==> config.mk <==
export PLATFORM = sky130hd
export DESIGN_NAME = div_seq_ctrl_flat
export DESIGN_NICKNAME = d
export VERILOG_FILES = /design/src/rtl/div_seq_ctrl_pkg.sv /design/src/rtl/div_seq_ctrl_if.sv /design/src/rtl/div_seq_ctrl_step.sv /design/src/rtl/div_seq_ctrl.sv /design/src/flat_wrapper.sv
export SDC_FILE = /design/constraint.sdc
export NUM_CORES = 1
export LEC_CHECK = 0
export CAP_MARGIN = 20
export CORE_MARGIN = 2
export CORE_UTILIZATION = 59
export CTS_BUF_LIST = sky130_fd_sc_hd__clkbuf_2
export DETAILED_ROUTE_END_ITERATION = 12
export GPL_TIMING_DRIVEN = 0
export PLACE_DENSITY = 0.83
export SLEW_MARGIN = 20
export SYNTH_ARGS = -nofsm -noshare
export SYNTH_HDL_FRONTEND = slang
export SYNTH_SLANG_ARGS = --single-unit
==> constraint.sdc <==
create_clock -name clk -period 7.5 [get_ports clk]
set_input_delay 1.5 -clock clk [delete_from_list [all_inputs] [get_ports clk]]
set_output_delay 1.5 -clock clk [all_outputs]
set_load 0.02 [all_outputs]
==> src/rtl/div_seq_ctrl_pkg.sv <==
// Shared types and constants for the sequential restoring divider.
package div_pkg;

    localparam int DW = 16;
    localparam int CW = $clog2(DW);

    typedef enum logic [1:0] {IDLE, CALC, DONE} div_state_e;

    typedef logic [DW-1:0] div_data_t;

    // Magnitude of an operand: two's-complement absolute value when signed,
    // raw bits otherwise. The most negative value maps to its own bit pattern,
    // which is the correct unsigned magnitude.
    function automatic div_data_t absVal(input div_data_t v, input logic signedOp);
        return (signedOp && v[DW-1]) ? div_data_t'(-v) : v;
    endfunction

endpackage

==> src/rtl/div_seq_ctrl_if.sv <==
// Handshake and data bundle between the operand source and the divider.
interface div_seq_ctrl_if;
    import div_pkg::*;

    logic      start;
    logic      sign_mode;
    div_data_t dividend;
    div_data_t divisor;
    logic      busy;
    logic      done;
    div_data_t quotient;
    div_data_t remainder;
    logic      div_by_zero;

    modport master (
        output start, sign_mode, dividend, divisor,
        input  busy, done, quotient, remainder, div_by_zero
    );

    modport slave (
        input  start, sign_mode, dividend, divisor,
        output busy, done, quotient, remainder, div_by_zero
    );

endinterface

==> src/rtl/div_seq_ctrl_step.sv <==
// One restoring-division step: shift in the next dividend bit, trial-subtract
// the divisor and keep the difference only when it is non-negative.
module div_step
    import div_pkg::*;
(
    input  div_data_t rem,
    input  logic      next_bit,
    input  div_data_t dvs,
    output div_data_t rem_next,
    output logic      q_bit
);

    logic [DW:0] w_remSh;
    logic [DW:0] w_trial;

    // Trial subtraction; the extra MSB of the difference is its sign.
    always_comb begin
        w_remSh  = {rem, next_bit};
        w_trial  = w_remSh - {1'b0, dvs};
        q_bit    = ~w_trial[DW];
        rem_next = q_bit ? w_trial[DW-1:0] : w_remSh[DW-1:0];
    end

endmodule

==> src/rtl/div_seq_ctrl.sv <==
// Sequencer for the iterative restoring divider: operand capture, one quotient
// bit per clock MSB first, sign fix-up and divide-by-zero handling.
module div_seq_ctrl
    import div_pkg::*;
(
    input  logic         clk,
    input  logic         rst_n,
    div_seq_ctrl_if.slave bus
);

    localparam logic [CW-1:0] CNT_ONE  = CW'(1);
    localparam logic [CW-1:0] CNT_LAST = CW'(DW - 1);

    div_state_e      r_state;
    logic [CW-1:0]   r_count;
    div_data_t       r_dvd;
    div_data_t       r_dvs;
    div_data_t       r_rem;
    logic [DW-2:0]   r_quo;
    logic            r_negQuo;
    logic            r_negRem;
    logic            r_busy;
    logic            r_done;
    div_data_t       r_quotient;
    div_data_t       r_remainder;
    logic            r_dbz;

    logic            w_dvdBit;
    div_data_t       w_remNext;
    logic            w_qBit;
    div_data_t       w_quoRaw;
    div_data_t       w_quoFinal;
    div_data_t       w_remFinal;

    assign w_dvdBit = r_dvd[r_count];

    div_step u_step (
        .rem      (r_rem),
        .next_bit (w_dvdBit),
        .dvs      (r_dvs),
        .rem_next (w_remNext),
        .q_bit    (w_qBit)
    );

    // Result of the final step with the operand signs applied; the
    // remainder follows the dividend's sign, negating zero leaves it zero.
    always_comb begin
        w_quoRaw   = {r_quo, w_qBit};
        w_quoFinal = r_negQuo ? div_data_t'(-w_quoRaw) : w_quoRaw;
        w_remFinal = r_negRem ? div_data_t'(-w_remNext) : w_remNext;
    end

    // Controller FSM with the counter, datapath and result registers.
    always_ff @(posedge clk or negedge rst_n) begin
        if (!rst_n) begin
            r_state     <= IDLE;
            r_count     <= '0;
            r_dvd       <= '0;
            r_dvs       <= '0;
            r_rem       <= '0;
            r_quo       <= '0;
            r_negQuo    <= 1'b0;
            r_negRem    <= 1'b0;
            r_busy      <= 1'b0;
            r_done      <= 1'b0;
            r_quotient  <= '0;
            r_remainder <= '0;
            r_dbz       <= 1'b0;
        end else begin
            r_done <= 1'b0;
            case (r_state)
                IDLE: begin
                    if (bus.start) begin
                        r_busy <= 1'b1;
                        if (bus.divisor == '0) begin
                            r_quotient  <= '1;
                            r_remainder <= bus.dividend;
                            r_dbz       <= 1'b1;
                            r_done      <= 1'b1;
                            r_state     <= DONE;
                        end else begin
                            r_dvd    <= absVal(bus.dividend, bus.sign_mode);
                            r_dvs    <= absVal(bus.divisor, bus.sign_mode);
                            r_negQuo <= bus.sign_mode & (bus.dividend[DW-1] ^ bus.divisor[DW-1]);
                            r_negRem <= bus.sign_mode & bus.dividend[DW-1];
                            r_rem    <= '0;
                            r_quo    <= '0;
                            r_count  <= CNT_LAST;
                            r_dbz    <= 1'b0;
                            r_state  <= CALC;
                        end
                    end
                end
                CALC: begin
                    r_rem <= w_remNext;
                    r_quo <= {r_quo[DW-3:0], w_qBit};
                    if (r_count == '0) begin
                        r_quotient  <= w_quoFinal;
                        r_remainder <= w_remFinal;
                        r_done      <= 1'b1;
                        r_state     <= DONE;
                    end else begin
                        r_count <= r_count - CNT_ONE;
                    end
                end
                DONE: begin
                    r_busy  <= 1'b0;
                    r_state <= IDLE;
                end
                default: begin
                    r_state <= IDLE;
                end
            endcase
        end
    end

    assign bus.busy        = r_busy;
    assign bus.done        = r_done;
    assign bus.quotient    = r_quotient;
    assign bus.remainder   = r_remainder;
    assign bus.div_by_zero = r_dbz;

endmodule
==> src/flat_wrapper.sv <==
// flat-port wrapper written by rule: the top's interface ports become plain ports
module div_seq_ctrl_flat import div_pkg::*;
  (clk, rst_n, bus_start, bus_sign_mode, bus_dividend, bus_divisor, bus_busy, bus_done, bus_quotient, bus_remainder, bus_div_by_zero);
  div_seq_ctrl_if bus_i ();
  input  logic clk;
  input  logic rst_n;
  input wire logic [$bits(bus_i.start)-1:0] bus_start;
  input wire logic [$bits(bus_i.sign_mode)-1:0] bus_sign_mode;
  input wire logic [$bits(bus_i.dividend)-1:0] bus_dividend;
  input wire logic [$bits(bus_i.divisor)-1:0] bus_divisor;
  output wire logic [$bits(bus_i.busy)-1:0] bus_busy;
  output wire logic [$bits(bus_i.done)-1:0] bus_done;
  output wire logic [$bits(bus_i.quotient)-1:0] bus_quotient;
  output wire logic [$bits(bus_i.remainder)-1:0] bus_remainder;
  output wire logic [$bits(bus_i.div_by_zero)-1:0] bus_div_by_zero;
  assign bus_i.start = bus_start;
  assign bus_i.sign_mode = bus_sign_mode;
  assign bus_i.dividend = bus_dividend;
  assign bus_i.divisor = bus_divisor;
  assign bus_busy = bus_i.busy;
  assign bus_done = bus_i.done;
  assign bus_quotient = bus_i.quotient;
  assign bus_remainder = bus_i.remainder;
  assign bus_div_by_zero = bus_i.div_by_zero;
  div_seq_ctrl u_core (.clk(clk), .rst_n(rst_n), .bus(bus_i));
endmodule
==> impl_metrics.env <==
export IMPL_rsz0062_at_grt="no"
export IMPL_areaGrowthSynthToFinish_pct=15.4
export IMPL_die_h_um=110
export IMPL_viasPerCell=6.14
export IMPL_busiest_layer="met2"
export IMPL_synth_edff_count=0
export IMPL_drive_gt1_share_pct=4.65
export IMPL_ant_nets=0
export IMPL_pin_count=71
export IMPL_cts_tree="built"
export IMPL_first_iter_violations=475
export IMPL_cp_slowest_cell="mux4_2"
export IMPL_worst_setup_path_end_kind="register"
export IMPL_dr_pass1_iters=6
export IMPL_root_buffer="clkbuf_2"
export IMPL_ctsResizeCount=0
export IMPL_antenna_found_initial=0
export IMPL_cp_common_cell="inv_1"
export IMPL_crit_chain="clkbuf_1 > mux4_2 > mux2i_1 > mux2_2 > ha_1 > inv_1 > fa_1 > a211oi_2 > nor2_1 > a31oi_1 > o41ai_2 > xor2_1 > inv_1 > buf_2 > mux2i_1 > ha_1 > inv_1 > nor4b_1 > nand3_1 > o21ai_1 > a21oi_1 > or4_1"
export IMPL_wirelength_um=18100
export IMPL_post_cts_buffers=0
export IMPL_final_period_utilization_pct=91.3
export IMPL_synth_area_mm2=0.00664
export IMPL_synth_simple_area_share_pct=18.2
export IMPL_clock_sinks=106
export IMPL_path_class="reg -> reg"
export IMPL_clockBufferDepth=2
export IMPL_cp_slowest_stage_delay_ns=0.58
export IMPL_grt_pass1_wl_um=29500
export IMPL_worstHoldStart="u_core.r_dvd[1]"
export IMPL_numPortBuffers=70
export IMPL_hold_viol=0
export IMPL_routed_via_count=6138
export IMPL_maxSlewViolCount=0
export IMPL_yosys_cell_types_count=65
export IMPL_ys_seq_elements=106
export IMPL_finClkSkew_ns=0.0349
export IMPL_met3_usage_pct=4.82
export IMPL_overflow=0
export IMPL_cts_clk_slew_worst_paths_ns=0.31
export IMPL_avgSynthCellArea_um2=8.57
export IMPL_crit_cells=22
export IMPL_final_cell_mix="dfrtp_1 (106), nand2_1 (99), nor2_1 (76)"
export IMPL_synth_async_reset_ratio_pct=100
export IMPL_synth_compound_area_share_pct=20.4
export IMPL_die_x_um=110
export IMPL_syn_nets=832
export IMPL_cp_start_kind="register"
export IMPL_grt_total_usage_pct=31.6
export IMPL_relSlewSlack_pct=35.9
export IMPL_synthMuxAreaShare_pct=4.60
export IMPL_fin_ws_ns=0.652
export IMPL_crit_arrival_ns=7.40
export IMPL_n_antenna_cell=0
export IMPL_pre_cts_ws_ns=0.758
export IMPL_whs_path_depth=2
export IMPL_yosysSeqAreaShare_pct=40.0
export IMPL_dieArea_mm2=0.0121
export IMPL_drc_errors=0
export IMPL_critical_path_top_delay_family="compound AO/OA/AOI/OAI gates"
export IMPL_start_util_pct=61.0
export IMPL_setup_viol=0
export IMPL_worst_slew_pin_slew_ns=0.954
export IMPL_met2_usage_pct=52.7
export IMPL_synth_top_family_by_area="compound AO/OA/AOI/OAI gates"
export IMPL_r2r_start="u_core.r_count[0]"
export IMPL_synth_xor_area_share_pct=8.18
export IMPL_layoutNonFillerInstCount=1000
export IMPL_final_common_cell="dfrtp_1"
export IMPL_wl_per_cell_um=18.1
export IMPL_yosys_warnings=0
export IMPL_r2r_slack_ns=0.65
export IMPL_crit_buf_inv=5
export IMPL_whs_ns=0.523
export IMPL_fmax_mhz=146
export IMPL_core_mm2=0.0109
export IMPL_grt_pass1_vias=5970
export IMPL_worstRegToRegCells=22
export IMPL_nets=914
export IMPL_synthAdderAreaFrac_pct=4.26
export IMPL_worstPathRequired_ns=8.05
export IMPL_met1_usage_pct=41.3
export IMPL_setup_tns_ns=0
export IMPL_clk_latency_ns=0.64
export IMPL_grt_max_degree=56
export IMPL_postCtsHoldBufs=0
export IMPL_hold_path_class="reg -> reg"
export IMPL_numCtsBuffers=9
export IMPL_critPathLaunch="u_core.r_count[0]"
export IMPL_critPathMaxFanout=10
export IMPL_gp_congestion=0.947
export IMPL_finalCriticalPeriod_ns=6.85
export IMPL_synthFlopType="dfrtp_1"
export IMPL_syn_inst=774
export IMPL_cap_violations=0
export IMPL_htreeDepth=3
export IMPL_dpl_hpwl_um=14200
export IMPL_place_inst=985
export IMPL_outcome="finished clean"
export IMPL_rows=38
-- logic make-up after synthesis --
group,after synthesis
compound gates,221
xor+xnor,62
fa+ha+maj,22
buf+inv,76
flops,106
mux,25
simple gates,262
-- sequential cells by signal, summed over array words and instances (netlist names), 2 cells and up --
| signal | cells |
|---|---|
| u_core.r_count | 4 |
| u_core.r_quo | 15 |
| u_core.bus.remainder | 16 |
| u_core.r_rem | 16 |
| u_core.r_state | 2 |
| u_core.bus.quotient | 16 |
| u_core.r_dvs | 16 |
| u_core.r_dvd | 16 |
-- cell type report --
class                           instances  area, um2
Fill cell                             917       3230
Clock inverter                          6       70.1
Tap cell                              140        175
Buffer                                 40        158
Timing Repair Buffer                   71        729
Sequential cell                       106       2650
Clock buffer                            9       45.0
Multi-Input combinational cell        592       3690
Inverter                               36        135
-- worst register-to-register path, delay by kind of cell (launching register included) --
family	cells	cell delay (ns)
muxes	4	1.26
AOI/OAI and AO/OA	5	1.28
buffers and inverters	5	1.17
DFF	1	0.39
and+or+nand+nor	4	1.25
xor gates and xnor gates	1	0.58
adders and majority gates	3	0.82
-- cell usage after synthesis (9+ instances only) --
cell / n / area share [%]
xnor2_1: 27 / 3.6
mux2i_1: 17 / 2.6
inv_1: 35 / 2.0
nand2_1: 99 / 5.6
o31ai_1: 10 / 1.1
a22o_1: 14 / 1.8
clkbuf_1: 32 / 1.8
xor2_1: 35 / 4.6
nor3_1: 14 / 1.1
ha_1: 21 / 4.0
nor2_1: 76 / 4.3
a21oi_1: 65 / 4.9
nand3_1: 16 / 1.2
o21ai_0: 75 / 5.7
a31oi_1: 9 / 0.85
dfrtp_1: 106 / 40
-- stage by stage --
stage                     utilization (%)  instance area (um2)
final                                70.3                 7660
after global routing                 70.3                 7660
after CTS                            70.3                 7660
after detailed placement             69.3                 7540
after global placement               69.0                 7510
after floorplan                         -                 6640
-- final timing paths --
kind                                            end
max reg2reg                u_core.bus.remainder[14]
max in group asynchronous   u_core.bus.remainder[4]
min reg2reg                         u_core.r_dvd[1]
max                        u_core.bus.remainder[14]
min                                 u_core.r_dvd[1]
min in group asynchronous           u_core.r_dvd[0]
-- metal layers --
layer	up-vias	wire [um]
li1	2892	-
met1	2955	7650
met2	238	8750
met3	53	1080
met4	0	658
met5	-	0
Power is not shown: default switching activity piles up to over one toggle a cycle in this logic, so the estimate is an artifact.
